## config.mk

```make
export PLATFORM = sky130hd
export DESIGN_NAME = uart_rx
export DESIGN_NICKNAME = d
export VERILOG_FILES = /design/src/rtl/uart_pkg.sv /design/src/rtl/sync2.sv /design/src/rtl/uart_rx.sv
export SDC_FILE = /design/constraint.sdc
export NUM_CORES = 1
export LEC_CHECK = 0
export ABC_AREA = 1
export BUFFER_PORTS_ARGS = -buffer_cell sky130_fd_sc_hd__buf_2
export CAP_MARGIN = 10
export CORE_AREA = 2 2 57 59
export DETAILED_ROUTE_END_ITERATION = 6
export DIE_AREA = 0 0 59 61
export PLACE_DENSITY = 0.75
export SETUP_SLACK_MARGIN = 0.5
export SLEW_MARGIN = 20
export SYNTH_ARGS = -nofsm -noshare
export SYNTH_HDL_FRONTEND = slang
export SYNTH_SLANG_ARGS = --single-unit
```

## constraint.sdc

```tcl
create_clock -name clk -period 1.98 [get_ports clk]
set_input_delay 0.297 -clock clk [delete_from_list [all_inputs] [get_ports clk]]
set_output_delay 0.297 -clock clk [all_outputs]
set_load 0.01 [all_outputs]
```

## src/rtl/uart_pkg.sv

```systemverilog
// Shared types and constants for the UART receive path.
// UART_RX_PARITY_EN (see uart_rx) decides whether the PARITY state is used.
package uart_pkg;

  localparam int UART_DATA_W          = 8;
  localparam int DEFAULT_CLKS_PER_BIT = 868;

  typedef enum logic [2:0] {
    IDLE,
    START,
    DATA,
    PARITY,
    STOP
  } rx_state_t;

endpackage

```

## src/rtl/sync2.sv

```systemverilog
// Two-flop synchronizer for a single asynchronous input.
// Both flops load RESET_VAL while reset is high.
module sync2 #(
  parameter logic RESET_VAL = 1'b1
) (
  input  logic clk,
  input  logic reset,
  input  logic d,
  output logic q
);

  logic meta;

  always_ff @(posedge clk) begin
    if (reset) begin
      meta <= RESET_VAL;
      q    <= RESET_VAL;
    end else begin
      meta <= d;
      q    <= meta;
    end
  end

endmodule

```

## src/rtl/uart_rx.sv

```systemverilog
// UART receiver: 8N1 frames sampled once at mid-bit, LSB first.
// Define UART_RX_PARITY_EN to add an even-parity bit and the parity_err output.
module uart_rx
  import uart_pkg::*;
#(
  parameter int CLKS_PER_BIT = DEFAULT_CLKS_PER_BIT
) (
  input  logic                   clk,
  input  logic                   reset,
  input  logic                   rx,
  output logic [UART_DATA_W-1:0] data,
  output logic                   valid,
  output logic                   frame_err,
`ifdef UART_RX_PARITY_EN
  output logic                   parity_err,
`endif
  output logic                   busy
);

  localparam int CNT_W = $clog2(CLKS_PER_BIT);
  localparam int H     = CLKS_PER_BIT / 2;
  localparam logic [CNT_W-1:0] CNT_LAST = CNT_W'(CLKS_PER_BIT - 1);
  localparam logic [CNT_W-1:0] HALF_LAST = CNT_W'(H - 1);

  rx_state_t              state;
  rx_state_t              state_next;
  logic [CNT_W-1:0]       cnt;
  logic [2:0]             bit_idx;
  logic [UART_DATA_W-1:0] shreg;
  logic                   armed;
  logic                   parity_ok;
  logic                   rx_s;
  logic                   bit_done;
  logic                   half_done;

  sync2 #(.RESET_VAL(1'b1)) u_sync_rx (
    .clk   (clk),
    .reset (reset),
    .d     (rx),
    .q     (rx_s)
  );

  always_ff @(posedge clk) begin
    if (reset) state <= IDLE;
    else       state <= state_next;
  end

  always_comb begin
    state_next = state;
    case (state)
      IDLE:   if (armed && !rx_s) state_next = START;
      START:  if (half_done) state_next = rx_s ? IDLE : DATA;
      DATA: begin
        if (bit_done && bit_idx == 3'd7) begin
`ifdef UART_RX_PARITY_EN
          state_next = PARITY;
`else
          state_next = STOP;
`endif
        end
      end
`ifdef UART_RX_PARITY_EN
      PARITY: if (bit_done) state_next = STOP;
`endif
      STOP:   if (bit_done) state_next = IDLE;
      default: state_next = IDLE;
    endcase
  end

  always_comb begin
    busy      = (state != IDLE);
    bit_done  = (cnt == CNT_LAST);
    half_done = (cnt == HALF_LAST);
  end

`ifndef UART_RX_PARITY_EN
  assign parity_ok = 1'b1;
`endif

  // Counter, shift register and output pulses; cnt is cleared on every sample.
  always_ff @(posedge clk) begin
    if (reset) begin
      cnt       <= '0;
      bit_idx   <= '0;
      shreg     <= '0;
      data      <= '0;
      valid     <= 1'b0;
      frame_err <= 1'b0;
      armed     <= 1'b0;
`ifdef UART_RX_PARITY_EN
      parity_ok  <= 1'b1;
      parity_err <= 1'b0;
`endif
    end else begin
      valid     <= 1'b0;
      frame_err <= 1'b0;
`ifdef UART_RX_PARITY_EN
      parity_err <= 1'b0;
`endif
      if (rx_s) armed <= 1'b1;

      case (state)
        IDLE: begin
          cnt     <= '0;
          bit_idx <= '0;
`ifdef UART_RX_PARITY_EN
          parity_ok <= 1'b1;
`endif
        end
        START: cnt <= half_done ? '0 : cnt + 1'b1;
        DATA: begin
          if (bit_done) begin
            shreg   <= {rx_s, shreg[UART_DATA_W-1:1]};
            cnt     <= '0;
            bit_idx <= bit_idx + 1'b1;
          end else begin
            cnt <= cnt + 1'b1;
          end
        end
`ifdef UART_RX_PARITY_EN
        PARITY: begin
          if (bit_done) begin
            parity_ok <= ~(^shreg ^ rx_s);
            cnt       <= '0;
          end else begin
            cnt <= cnt + 1'b1;
          end
        end
`endif
        STOP: begin
          if (bit_done) begin
            cnt <= '0;
            if (rx_s && parity_ok) begin
              data  <= shreg;
              valid <= 1'b1;
            end
            frame_err <= ~rx_s;
`ifdef UART_RX_PARITY_EN
            parity_err <= ~parity_ok;
`endif
          end else begin
            cnt <= cnt + 1'b1;
          end
        end
        default: cnt <= '0;
      endcase
    end
  end

endmodule

```

==> reports/results.tsv, run 1 <==
stage	metric	value	unit
clock_tree	CTS Buffer Depth	2	
setup_path	critical-path maximum fanout	8	
synth	Mapped Nets	208	
route	DRT Wirelength	2990	µm
synth	Area contributors post-synth	dfxtp_1 (46%), inv_1 (7.0%), a21oi_1 (6.9%), nand2_1 (6.1%), nor2_1 (4.7%)	
grt	first-pass GRT wire length	4630	µm
floorplanning	Die Ht	61	µm
setup_path	RR Endpoint	shreg[4]	
setup_path	crit path kind	reg2reg	
setup_path	worst r2r path cells	9	
setup_path	Buf/Inv on CP	2	
timing	pin slew with the least headroom to its limit	0.590	ns
synth	Synth top area share	46.2	%
setup_path	Critical Path RT	2.23	ns
route	antenna viol nets, final	0	
min_path	hold path cells	2	
route	DRC Markers	0	
timing	final worst-path cycle share	71.6	%
floorplanning	IO Count	14	
final_layout	# diodes	0	
place	routability cong.	0.784	
synth	Avg Inst Size Synth	7.97	µm²
route	via count	1324	
grt	overall routing resource usage	17.3	%
route	post-DR vias/cell	5.11	
place	number of port buffers	13	
floorplanning	core footprint	0.00295	mm²
synth	synth unique cells	30	
synth	Post-Syn Instances	201	
setup_path	Crit. End Element	register	
synth	Seq/Total Area, Yosys	46.2	%
setup_path	Worst R2R Setup Slack	0.56	ns
clock_tree	TritonCTS Buffers	5	
timing	Fin Hold WS	0.127	ns
timing	Final Hold Fails	0	
setup_path	crit path DAT	1.67	ns
setup_path	R2R Path Start	cnt[0]	
setup_path	CP top delay family	flip-flops	
grt	largest net degree at the start of global routing	20	
timing	slew margin rel.	60.4	%
clock_tree	Reg clk slew, reported paths	0.12	ns
place	Post-DP HPWL	1890	µm
clock_tree	# hold bufs at CTS	0	
timing	RSZ-0062 raised after global routing	true	
clock_tree	clock tree from TritonCTS	done	
power_and_ir_drop	maximum vdd ir drop	0.642	mV
setup_path	crit path cell chain	ha_4, nand3_4, nor2_4, nand2_2, clkinv_4, buf_12, nand2_4, o21ai_1, a21oi_1	
clock_tree	clock latency on the worst-skew pair	0.35	ns
grt	GRT overflow	0	
power_and_ir_drop	Leak	0.761	nW
floorplanning	Initial Util	54.3	%
floorplanning	chip width	59	µm
timing	Fmax	705	MHz
synth	Yosys top cell by area	dfxtp_1	
clock_tree	H-tree lvl count	2	
job	max_cap viols	0	
synth	Synth Cell Area	0.00160	mm²
setup_path	Setup crit start kind	register	
floorplanning	die area	0.00360	mm²
clock_tree	clk sinks	37	
timing	Max Slew Vio Count	0	
timing	TNS Setup	0	ns
synth	flops & latches, synth	37	
clock_tree	root buffer cell	clkbuf_4	
synth	Yosys warning total	0	
min_path	Hold Path Class	in2reg	
min_path	Hold Path Sink	u_sync_rx.meta	
run_status	run status	finished, final reports clean	
route	DRT Pass-1 Iters	4	
final_layout	final net count	232	
power_and_ir_drop	Final Total Pwr	2.05	mW
grt	vias in the first global route	1125	
final_layout	Layout area overhead	24.1	%
route	drt initial violations	51	
timing	Setup-failing EPs final	0	
setup_path	CP max stage cell	dfxtp_4	
timing	crit path time final	1.42	ns
power_and_ir_drop	PwrDens	1030	mW/mm²
timing	Setup Skew	0.0129	ns
min_path	worst hold path startpoint	rx	
final_layout	share of cells above drive strength 1	30.1	%
floorplanning	std cell rows	20	
setup_path	Max stage delay on crit path	0.40	ns
route	WL per Instance	11.5	µm
grt	initial antenna violation count	0	
## flip-flops by register name (all words and copies together), names as in the netlist
signal          count
state               3
u_sync_rx.q         1
armed               1
valid               1
u_sync_rx.meta      1
shreg               8
cnt                10
bit_idx             3
data                8
frame_err           1
## layer usage
metal  GRT usage, %  part of all wire [%]  vias up
met2           26.5                    46       21
li1               -                     -      701
met1           22.3                    47      595
met5              0                     0        -
met3           4.48                   4.7        7
met4           9.74                   1.9        0
## worst register-to-register path: stages, from the launching register on
cell and delay [ns]:
dfxtp_4 0.40, ha_4 0.16, nand3_4 0.09, nor2_4 0.13, nand2_2 0.09, clkinv_4 0.09, buf_12 0.11, nand2_4 0.08
o21ai_1 0.13, a21oi_1 0.06
## what timing repair did
item,in CTS,in global routing
cloned,0,2
pin swaps,0,6
resized for setup,7,33
endpoints found under the setup margin,21,32
buffers inserted,0,6
## placed cells by master (no fill, tap or decap), types with 3 or more instances in the layout
cell      count
o21ai_2       6
ha_1          3
nand3_1       7
o21ai_1       8
inv_1        29
nand2_1      24
a21oi_2       4
buf_2        13
clkbuf_4      5
nor2_1       18
buf_4         4
nor2_2        3
nand3_4       4
dfxtp_2       3
nor3_1        4
xor2_1        4
nand2_2       3
dfxtp_1      32
nand2_4       3
inv_2         3
a21oi_1      19
o21ai_0       4
## metrics by stage
stage,cells,setup WS [ns],area [µm²],utilization [%]
after floorplan,201,0.561,1600,-
after global placement,243,0.483,1680,56.8
after detailed placement,243,0.432,1680,56.8
after CTS,251,0.476,1790,60.8
after global routing,259,0.438,1990,67.4
final,259,0.562,1990,67.4
## area by class of cell
class	count	area (µm²)
Clock buffer	5	37.5
Clock inverter	3	65.1
Fill cell	236	963
Inverter	34	133
Multi-Input combinational cell	128	826
Sequential cell	37	752
Tap cell	33	41.3
Timing Repair Buffer	19	135
## synth_stat cells
| master | count |
|---|---|
| dfxtp_1 | 37 |
| inv_1 | 30 |
| nand2_1 | 26 |
| a21oi_1 | 22 |
| nor2_1 | 20 |
| o21ai_0 | 13 |
| nand3_1 | 9 |
| nor3_1 | 5 |
| ha_1 | 4 |
| o21ai_1 | 4 |
| xor2_1 | 4 |
| nand2_4 | 3 |
| buf_6 | 2 |
| inv_2 | 2 |
| nand4_1 | 2 |
| nor2_2 | 2 |
| nor3_4 | 2 |
| or2_2 | 2 |
| a21oi_2 | 1 |
| a31oi_1 | 1 |
| buf_1 | 1 |
| buf_2 | 1 |
| clkinv_1 | 1 |
| inv_4 | 1 |
| nand2_2 | 1 |
| nand3_4 | 1 |
| nor3b_2 | 1 |
| nor4_1 | 1 |
| o21a_1 | 1 |
| o21ai_2 | 1 |
## how the worst max path moves through the flow
stage	cells past startpoint	startpoint	slack [ns]	end
6_report	9	cnt[0]	0.56	shreg[4]
5_1_grt	8	cnt[0]	0.44	data[3]
4_1_cts	8	cnt[0]	0.48	data[3]
3_5_place_dp	8	cnt[0]	0.43	data[3]
3_3_place_gp	8	cnt[0]	0.48	data[0]
2_1_floorplan	9	cnt[0]	0.56	data[7]
## where the power goes
| group | switching, mW | internal [mW] |
|---|---|---|
| registers | 0.0628 | 0.799 |
| logic | 0.333 | 0.212 |
| clock network | 0.253 | 0.391 |
## kinds of logic (layout without fill, tap and decap cells)
logic type               after synthesis  after routing  share of synthesized area, %
XOR/XNOR                               4              4                          2.19
AND/OR/NAND/NOR                       75             77                          24.3
buffers and inverters                 38             61                          10.1
flip-flops                            37             37                          46.2
AO/OA/AOI/OAI                         43             43                          14.1
adder cells (fa/ha/maj)                4              4                          3.12
No activity file was read; power rests on OpenSTA's default activity.
==> run 2: changes to the inputs <==
- ABC_AREA: 1 -> 0
- CORE_AREA: 2 2 57 59 -> 2 2 58 60
- DIE_AREA: 0 0 59 61 -> 0 0 60 62
- PLACE_DENSITY: 0.75 -> 0.73
- clock period: 1.98 -> 1.45 ns (I/O delays scaled with it)
==> run 2 against run 1 <==
  * The flow now finishes with violations (negative setup slack)
  * Area after synthesis up 0.39%
  * Cell area up 25%
  * Register-to-register slack worse by 0.71 ns
  * Non-clock buffer count up 35
  * First-iteration DRC count grew 80%
  * Critical endpoint is now data[7]
  * Largest cell class unchanged
  * Highest routed layer unchanged
==> reports/results.tsv, run 2 <==
stage	metric	value	unit	change
run_status	run status	complete, but fails checks		was finished, final reports clean
run_status	failing checks	negative setup slack		
final_layout	final net count	231		was 232
place	routability cong.	0.796		was 0.784
timing	Setup-failing EPs final	31		was 0
grt	vias in the first global route	1407		was 1125
route	DRT Pass-1 Iters	4		unchanged
route	antenna viol nets, final	0		unchanged
final_layout	Filler Cells Inserted	186		was 236
setup_path	CP top delay family	simple AND/OR/NAND/NOR gates		was flip-flops
power_and_ir_drop	Leak	1.06	nW	was 0.761 nW
clock_tree	# hold bufs at CTS	0		unchanged
power_and_ir_drop	P_sw	394	µW	was 649 µW
floorplanning	Initial Util	50.6	%	was 54.3%
timing	Max Slew Vio Count	0		unchanged
power_and_ir_drop	internal power	1.45	mW	was 1.40 mW
floorplanning	chip width	60	µm	was 59 µm
timing	Fmax	626	MHz	was 705 MHz
clock_tree	clock latency on the worst-skew pair	0.36	ns	was 0.35 ns
floorplanning	std cell rows	21		was 20
setup_path	RR Endpoint	data[7]		was shreg[4]
setup_path	R2R Path Start	cnt[0]		unchanged
synth	Synth Flop Type	dfxtp_1		unchanged
final_layout	multi-input combinational cell area	0.00104	mm²	was 826 µm²
grt	GRT overflow	0		unchanged
grt	largest net degree at the start of global routing	29		was 20
synth	mux contribution to synthesized area	4.98	%	was 0%
final_layout	final cell count without fillers	271		was 259
route	DRC Markers	0		unchanged
timing	crit path time final	1.60	ns	was 1.42 ns
setup_path	Setup crit start kind	register		unchanged
grt	first-pass GRT wire length	6180	µm	was 4630 µm
place	placed cell count	248		was 243
synth	Avg Inst Size Synth	9.25	µm²	was 7.97 µm²
power_and_ir_drop	PwrDens	746	mW/mm²	was 1030 mW/mm²
power_and_ir_drop	Comb power frac	3.6	%	was 26.6%
setup_path	Buf/Inv on CP	1		was 2
synth	Mapped Nets	181		was 208
timing	final setup margin	-0.148	ns	was 0.562 ns
clock_tree	clock tree from TritonCTS	done		unchanged
timing	final worst-path cycle share	110	%	was 71.6%
synth	Simple-Gate Fraction of Synth Area	28.3	%	was 24.3%
min_path	Hold Path Class	in2reg		unchanged
floorplanning	core footprint	0.00318	mm²	was 0.00295 mm²
setup_path	crit path cell chain	ha_4, and4bb_4, buf_6, nand4_4, mux2i_1, nor2_1		was ha_4, nand3_4, nor2_4, nand2_2, clkinv_4, buf_12, nand2_4, o21ai_1, a21oi_1
timing	pin slew with the least headroom to its limit	0.388	ns	was 0.590 ns
setup_path	Critical Path RT	1.70	ns	was 2.23 ns
synth	Compound-Gate Fraction of Synth Area	8.48	%	was 14.1%
power_and_ir_drop	clock power share	41.1	%	was 31.4%
final_layout	Reg area	764	µm²	was 752 µm²
synth	flops & latches, synth	37		unchanged
clock_tree	CTS Buffer Depth	2		unchanged
final_layout	share of cells above drive strength 1	58.2	%	was 30.1%
synth	Yosys warning total	0		unchanged
power_and_ir_drop	maximum vdd ir drop	0.397	mV	was 0.642 mV
synth	Post-synth ARST share	0	%	unchanged
clock_tree	Reg clk slew, reported paths	0.12	ns	about the same
place	number of port buffers	13		unchanged
synth	post-synthesis xor/xnor area fraction	4.90	%	was 2.19%
clock_tree	TritonCTS Buffers	5		unchanged
clock_tree	H-tree lvl count	2		unchanged
synth	Post-synth EDFFs	0		unchanged
setup_path	CP max stage cell	dfxtp_4		unchanged
synth	Synth Area in Adders	3.11	%	was 3.12%
floorplanning	die area	0.00372	mm²	was 0.00360 mm²
final_layout	most frequent cells in the layout	buf_4 (29), dfxtp_1 (24), nor2_1 (19)		was dfxtp_1 (32), inv_1 (29), nand2_1 (24)
setup_path	CP Launch Point	cnt[0]		unchanged
setup_path	critical path depth	6		was 9
synth	synth unique cells	37		was 30
setup_path	crit path to	data[7]		was shreg[4]
route	DRT Wirelength	4520	µm	was 2990 µm
setup_path	Max stage delay on crit path	0.38	ns	was 0.40 ns
synth	Synth Cell Area	0.00161	mm²	was 0.00160 mm²
floorplanning	Die Ht	62	µm	was 61 µm
route	via count	1478		was 1324
power_and_ir_drop	Final Total Pwr	1.85	mW	was 2.05 mW
final_layout	biggest regs	cnt (10), data (8), shreg (8)		unchanged
power_and_ir_drop	Sequential Power Share	55.3	%	was 42.0%
setup_path	crit path kind	reg2reg		unchanged
timing	TNS Setup	-3.02	ns	was 0 ns
final_layout	# diodes	0		unchanged
grt	overall routing resource usage	23.5	%	was 17.3%
setup_path	crit path DAT	1.84	ns	was 1.67 ns
synth	Yosys top cell by area	dfxtp_1		unchanged
setup_path	Crit. End Element	register		unchanged
grt	initial antenna violation count	0		unchanged
synth	Post-Syn Instances	174		was 201
job	max_cap viols	0		unchanged
synth	most frequent cells after synthesis	dfxtp_1 (37), nor2_1 (26), nand2_1 (25)		was dfxtp_1 (37), inv_1 (30), nand2_1 (26)
route	post-DR vias/cell	5.45		was 5.11
floorplanning	IO Count	14		unchanged
clock_tree	clk sinks	37		unchanged
setup_path	worst r2r path cells	6		was 9
final_layout	largest register by flop count	cnt		unchanged
setup_path	critical-path maximum fanout	8		unchanged
synth	count leader, synth	dfxtp_1		unchanged
timing	slew margin rel.	74.1	%	was 60.4%
final_layout	most common cell after layout, fill and taps aside	buf_4		was dfxtp_1
setup_path	Worst R2R Setup Slack	-0.15	ns	was 0.56 ns
final_layout	Layout area overhead	54.0	%	was 24.1%
clock_tree	root buffer cell	clkbuf_4		unchanged
synth	main combinational cell family by area after synthesis	simple AND/OR/NAND/NOR gates		unchanged
place	Post-DP HPWL	2430	µm	was 1890 µm
place	pre-CTS setup slack	-0.0841	ns	was 0.432 ns
synth	Synth top area share	46.0	%	was 46.2%
route	drt initial violations	92		was 51
synth	Seq/Total Area, Yosys	46.0	%	was 46.2%
final_layout	max reg flops	10		unchanged
synth	Area contributors post-synth	dfxtp_1 (46%), nor2_1 (6.1%), nand2_1 (5.8%), mux2i_1 (5.0%), xnor2_1 (3.8%)		was dfxtp_1 (46%), inv_1 (7.0%), a21oi_1 (6.9%), nand2_1 (6.1%), nor2_1 (4.7%)
power_and_ir_drop	Sw Share	21.3	%	was 31.7%
timing	Final Hold Fails	0		unchanged
timing	RSZ-0062 raised after global routing	true		unchanged
route	WL per Instance	16.7	µm	was 11.5 µm
timing	Fin Hold WS	0.0407	ns	was 0.127 ns
timing	Setup Skew	0.00938	ns	was 0.0129 ns
[run 2: changes by cell type after synthesis, sizes merged, moves of 4 or more]
| cell | change |
|---|---|
| nor2 | +4 |
| xnor2 | +7 |
| inv | -32 |
| nand2 | -4 |
| o21ai | -18 |
| mux2i | +8 |
| a21oi | -11 |
| clkbuf | +4 |
[run 2: logic make-up after synthesis]
family	after synthesis
adders and majority gates	4
buffers and inverters	12
and+or+nand+nor	87
DFF	37
xor gates and xnor gates	9
muxes	8
AOI/OAI and AO/OA	17
[run 2: worst reg2reg max path, cell delays in order (launching register included)]
cell      delay, ns
dfxtp_4        0.38
ha_4           0.14
and4bb_4       0.30
buf_6          0.12
nand4_4        0.19
mux2i_1        0.30
nor2_1         0.06
[run 2: final cells by class]
class                      instances  area share, %
clock inverter                     2           1.51
tap                               46           2.32
sequential                        37           30.8
timing repair buffer              54           21.2
clock buffer                       6           2.07
multi-input combinational        125           41.9
inverter                           1          0.151
[run 2: through the flow]
stage | cell area [µm²] | utilization [%]
after floorplan | 1670 | -
after global placement | 1920 | 60.3
after detailed placement | 1920 | 60.3
after CTS | 2310 | 72.7
after global routing | 2480 | 78.0
final | 2480 | 78.0
[run 2: what timing repair did]
action / 4_1_cts / 5_1_grt
resized for setup: 46 / 35
setup buffers: 9 / 5
endpoints found under the setup margin: 45 / 45
pin swaps: 14 / 12
cloned: 1 / 0
[run 2: how the worst min path moves through the flow]
stage,from,endpoint,slack [ns],depth (start not counted)
4_1_cts,rx,u_sync_rx.meta,0.03,2
6_report,rx,u_sync_rx.meta,0.04,2
5_1_grt,rx,u_sync_rx.meta,0.02,2
3_5_place_dp,rx,u_sync_rx.meta,0.41,2
2_1_floorplan,rx,u_sync_rx.meta,0.32,1
3_3_place_gp,u_sync_rx.meta,u_sync_rx.q,0.40,1
[run 2: layer usage]
metal | track usage, % | share of wire [%] | vias to the layer above | routed length, µm
li1 | - | - | 696 | -
met1 | 24.3 | 37 | 717 | 1670
met2 | 42.2 | 54 | 43 | 2450
met3 | 5.38 | 3.5 | 22 | 160
met4 | 16.2 | 5.4 | 0 | 245
met5 | 0 | 0 | - | 0
[run 2: power by group through the flow]
stage	Clock (mW)	Combinational (mW)	Sequential, mW
after global routing	0.840	0.0705	1.02
after detailed placement	0	0.0504	1.05
final	0.760	0.0657	1.02
after CTS	0.779	0.0575	1.02
after floorplan	0	0.0324	1.05
after global placement	0	0.0482	1.05
==> run 3: changes to the inputs <==
- CAP_MARGIN: 10 -> 20
- CORE_AREA: 2 2 58 60 -> 2 2 57 59
- DIE_AREA: 0 0 60 62 -> 0 0 59 61
- PLACE_DENSITY: 0.73 -> 0.74
- SYNTH_HIERARCHICAL: default -> 1
==> run 3 against run 2 <==
  * The flow still finishes with violations (negative setup slack)
  * Synthesized cell count decreased by 5.7%
  * Via count decreased by 5.8%
  * Non-clock buffer count decreased by 8
  * Cell area decreased by 8.8%
  * Area after synthesis decreased by 3.3%
  * Critical path depth increased by 1
  * Worst setup slack got worse by 0.068 ns
  * Highest routed layer unchanged
  * Largest cell class unchanged
  * Die area decreased by 3.3%
  * Register-to-register slack got worse by 0.07 ns
  * Fmax decreased by 4.1%
  * Sequential power about the same
==> reports/results.tsv, run 3 <==
stage	metric	value	unit	change
synth	Synth top area share	47.6	%	was 46.0%
setup_path	Max stage delay on crit path	0.37	ns	was 0.38 ns
setup_path	RR Endpoint	data[7]		unchanged
clock_tree	Reg clk slew, reported paths	0.13	ns	was 0.12 ns
setup_path	critical-path maximum fanout	5		was 8
route	via count	1393		was 1478
job	max_cap viols	0		unchanged
synth	Seq/Total Area, Yosys	47.6	%	was 46.0%
place	routability cong.	0.761		was 0.796
synth	flops & latches, synth	37		unchanged
synth	Post-synth ARST share	0	%	unchanged
setup_path	CP max stage cell	dfxtp_4		unchanged
final_layout	biggest regs	cnt (10), data (8), shreg (8)		unchanged
clock_tree	# hold bufs at CTS	0		unchanged
route	DRC Markers	0		unchanged
power_and_ir_drop	maximum vdd ir drop	0.476	mV	was 0.397 mV
power_and_ir_drop	P_sw	404	µW	was 394 µW
power_and_ir_drop	Sequential Power Share	56.2	%	was 55.3%
synth	Post-synth EDFFs	0		unchanged
final_layout	Reg area	767	µm²	was 764 µm²
setup_path	critical path depth	7		was 6
final_layout	final cell count without fillers	244		was 271
grt	initial antenna violation count	0		unchanged
floorplanning	Initial Util	52.7	%	was 50.6%
floorplanning	die area	0.00360	mm²	was 0.00372 mm²
timing	RSZ-0062 raised after global routing	true		unchanged
synth	count leader, synth	dfxtp_1		unchanged
power_and_ir_drop	Final Total Pwr	1.82	mW	was 1.85 mW
timing	pin slew with the least headroom to its limit	0.511	ns	was 0.388 ns
setup_path	Setup crit start kind	register		unchanged
setup_path	CP top delay family	simple AND/OR/NAND/NOR gates		unchanged
final_layout	most common cell after layout, fill and taps aside	dfxtp_1		was buf_4
synth	Post-Syn Instances	164		was 174
place	placed cell count	220		was 248
setup_path	Worst R2R Setup Slack	-0.22	ns	was -0.15 ns
power_and_ir_drop	Comb power frac	3.6	%	about the same
final_layout	max reg flops	10		unchanged
final_layout	most frequent cells in the layout	dfxtp_1 (24), nor2_1 (22), buf_4 (21)		was buf_4 (29), dfxtp_1 (24), nor2_1 (19)
route	WL per Instance	18.0	µm	was 16.7 µm
timing	crit path time final	1.67	ns	was 1.60 ns
power_and_ir_drop	clock power share	40.1	%	was 41.1%
place	Post-DP HPWL	2170	µm	was 2430 µm
setup_path	crit path cell chain	buf_4, nor4bb_4, nand4_1, buf_6, buf_12, mux2i_1, nor2_1		was ha_4, and4bb_4, buf_6, nand4_4, mux2i_1, nor2_1
power_and_ir_drop	Sw Share	22.2	%	was 21.3%
synth	Avg Inst Size Synth	9.48	µm²	was 9.25 µm²
grt	first-pass GRT wire length	5650	µm	was 6180 µm
route	DRT Wirelength	4390	µm	was 4520 µm
synth	Synth Cell Area	0.00156	mm²	was 0.00161 mm²
setup_path	Buf/Inv on CP	3		was 1
clock_tree	clock latency on the worst-skew pair	0.36	ns	about the same
grt	overall routing resource usage	22.0	%	was 23.5%
timing	Setup-failing EPs final	27		was 31
setup_path	crit path to	data[7]		unchanged
final_layout	largest register by flop count	cnt		unchanged
route	DRT Pass-1 Iters	4		unchanged
grt	GRT overflow	0		unchanged
setup_path	crit path DAT	1.92	ns	was 1.84 ns
synth	Mapped Nets	171		was 181
grt	largest net degree at the start of global routing	23		was 29
floorplanning	chip width	59	µm	was 60 µm
synth	Area contributors post-synth	dfxtp_1 (48%), nor2_1 (5.8%), mux2i_1 (5.1%), nand2_1 (4.8%), a21oi_1 (4.2%)		was dfxtp_1 (46%), nor2_1 (6.1%), nand2_1 (5.8%), mux2i_1 (5.0%), xnor2_1 (3.8%)
clock_tree	clock tree from TritonCTS	done		unchanged
setup_path	Crit. End Element	register		unchanged
synth	synth unique cells	39		was 37
final_layout	final net count	217		was 231
run_status	run status	complete, but fails checks		unchanged
floorplanning	core footprint	0.00295	mm²	was 0.00318 mm²
setup_path	R2R Path Start	state[0]		was cnt[0]
grt	vias in the first global route	1270		was 1407
floorplanning	IO Count	14		unchanged
timing	final setup margin	-0.215	ns	was -0.148 ns
timing	Setup Skew	0.0190	ns	was 0.00938 ns
final_layout	# diodes	0		unchanged
run_status	failing checks	negative setup slack		unchanged
place	number of port buffers	13		unchanged
final_layout	share of cells above drive strength 1	52.6	%	was 58.2%
setup_path	crit path kind	reg2reg		unchanged
clock_tree	clk sinks	37		unchanged
timing	Max Slew Vio Count	0		unchanged
setup_path	CP Launch Point	state[0]		was cnt[0]
clock_tree	root buffer cell	clkbuf_4		unchanged
final_layout	Layout area overhead	45.3	%	was 54.0%
route	antenna viol nets, final	0		unchanged
floorplanning	Die Ht	61	µm	was 62 µm
timing	Final Hold Fails	0		unchanged
final_layout	multi-input combinational cell area	915	µm²	was 0.00104 mm²
timing	slew margin rel.	65.5	%	was 74.1%
synth	Yosys warning total	6		was 0
min_path	Hold Path Class	in2reg		unchanged
synth	Yosys top cell by area	dfxtp_1		unchanged
timing	Fmax	601	MHz	was 626 MHz
clock_tree	H-tree lvl count	2		unchanged
timing	final worst-path cycle share	115	%	was 110%
synth	Synth Flop Type	dfxtp_1		unchanged
route	drt initial violations	31		was 92
synth	most frequent cells after synthesis	dfxtp_1 (37), nor2_1 (24), nand2_1 (20)		was dfxtp_1 (37), nor2_1 (26), nand2_1 (25)
setup_path	worst r2r path cells	7		was 6
route	post-DR vias/cell	5.71		was 5.45
floorplanning	std cell rows	20		was 21
clock_tree	TritonCTS Buffers	5		unchanged
power_and_ir_drop	Leak	0.910	nW	was 1.06 nW
final_layout	Filler Cells Inserted	185		was 186
power_and_ir_drop	PwrDens	804	mW/mm²	was 746 mW/mm²
clock_tree	CTS Buffer Depth	2		unchanged
power_and_ir_drop	internal power	1.41	mW	was 1.45 mW
setup_path	Critical Path RT	1.71	ns	was 1.70 ns
-- run 3: cell count changes after synthesis, moves of 3 or more --
cell / previous run / this run
buf_2: 5 / 1
nor3_1: 5 / 1
xnor2_1: 7 / 4
nand2_1: 25 / 20
-- run 3: logic make-up after synthesis --
| kind of cell | share of synthesized area, % |
|---|---|
| fa+ha+maj | 3.22 |
| compound gates | 8.77 |
| buf+inv | 4.42 |
| simple gates | 26.3 |
| xor+xnor | 4.50 |
| mux | 5.15 |
| flops | 47.6 |
-- run 3: worst min-delay path by stage --
stage | cells after the start | to | slack (ns) | from
after global placement | 1 | u_sync_rx/q | 0.39 | u_sync_rx/meta
final | 2 | u_sync_rx/meta | 0.03 | rx
after detailed placement | 1 | u_sync_rx/q | 0.39 | u_sync_rx/meta
after global routing | 2 | u_sync_rx/meta | 0.02 | rx
after CTS | 2 | u_sync_rx/meta | 0.02 | rx
after floorplan | 1 | u_sync_rx/meta | 0.31 | rx
-- run 3: final cells by class --
type,count,share of cell area [%]
Inverter,2,0.332
Timing Repair Buffer,46,19.7
Clock buffer,5,1.66
Clock inverter,3,2.05
Sequential cell,37,33.9
Tap cell,33,1.83
Multi-Input combinational cell,118,40.5
-- run 3: repair_timing --
action,4_1_cts,5_1_grt
gates cloned,1,2
endpoints found under the hold margin,0,0
resized for setup,41,34
setup buffers,8,5
endpoints found under the setup margin,45,45
pin swaps,21,9
-- run 3: routing by layer --
| metal | up-vias | global-route usage, % | routed length, µm |
|---|---|---|---|
| li1 | 660 | - | - |
| met1 | 671 | 23.7 | 1750 |
| met2 | 49 | 35.4 | 2300 |
| met3 | 13 | 10.4 | 220 |
| met4 | 0 | 12.7 | 117 |
| met5 | - | 0 | 0 |
-- run 3: power by group through the flow --
| stage | Clock, mW | Sequential, mW | Combinational [mW] |
|---|---|---|---|
| after detailed placement | 0 | 1.05 | 0.0497 |
| after floorplan | 0 | 1.05 | 0.0336 |
| after global routing | 0.789 | 1.02 | 0.0716 |
| final | 0.729 | 1.02 | 0.0662 |
| after CTS | 0.742 | 1.02 | 0.0588 |
| after global placement | 0 | 1.05 | 0.0478 |
-- run 3: per-stage QoR --
| step | utilization [%] | area (µm²) | hold WS (ns) | setup WS (ns) | setup TNS, ns |
|---|---|---|---|---|---|
| after global routing | 76.5 | 2260 | 0.0216 | -0.232 | -3.53 |
| after global placement | 60.0 | 1770 | 0.389 | 0.000590 | 0 |
| after detailed placement | 60.0 | 1770 | 0.395 | -0.0762 | -1.76 |
| after CTS | 70.3 | 2080 | 0.0243 | -0.100 | -1.04 |
| final | 76.5 | 2260 | 0.0321 | -0.215 | -2.18 |
| after floorplan | - | 1570 | 0.315 | 0.0317 | 0 |
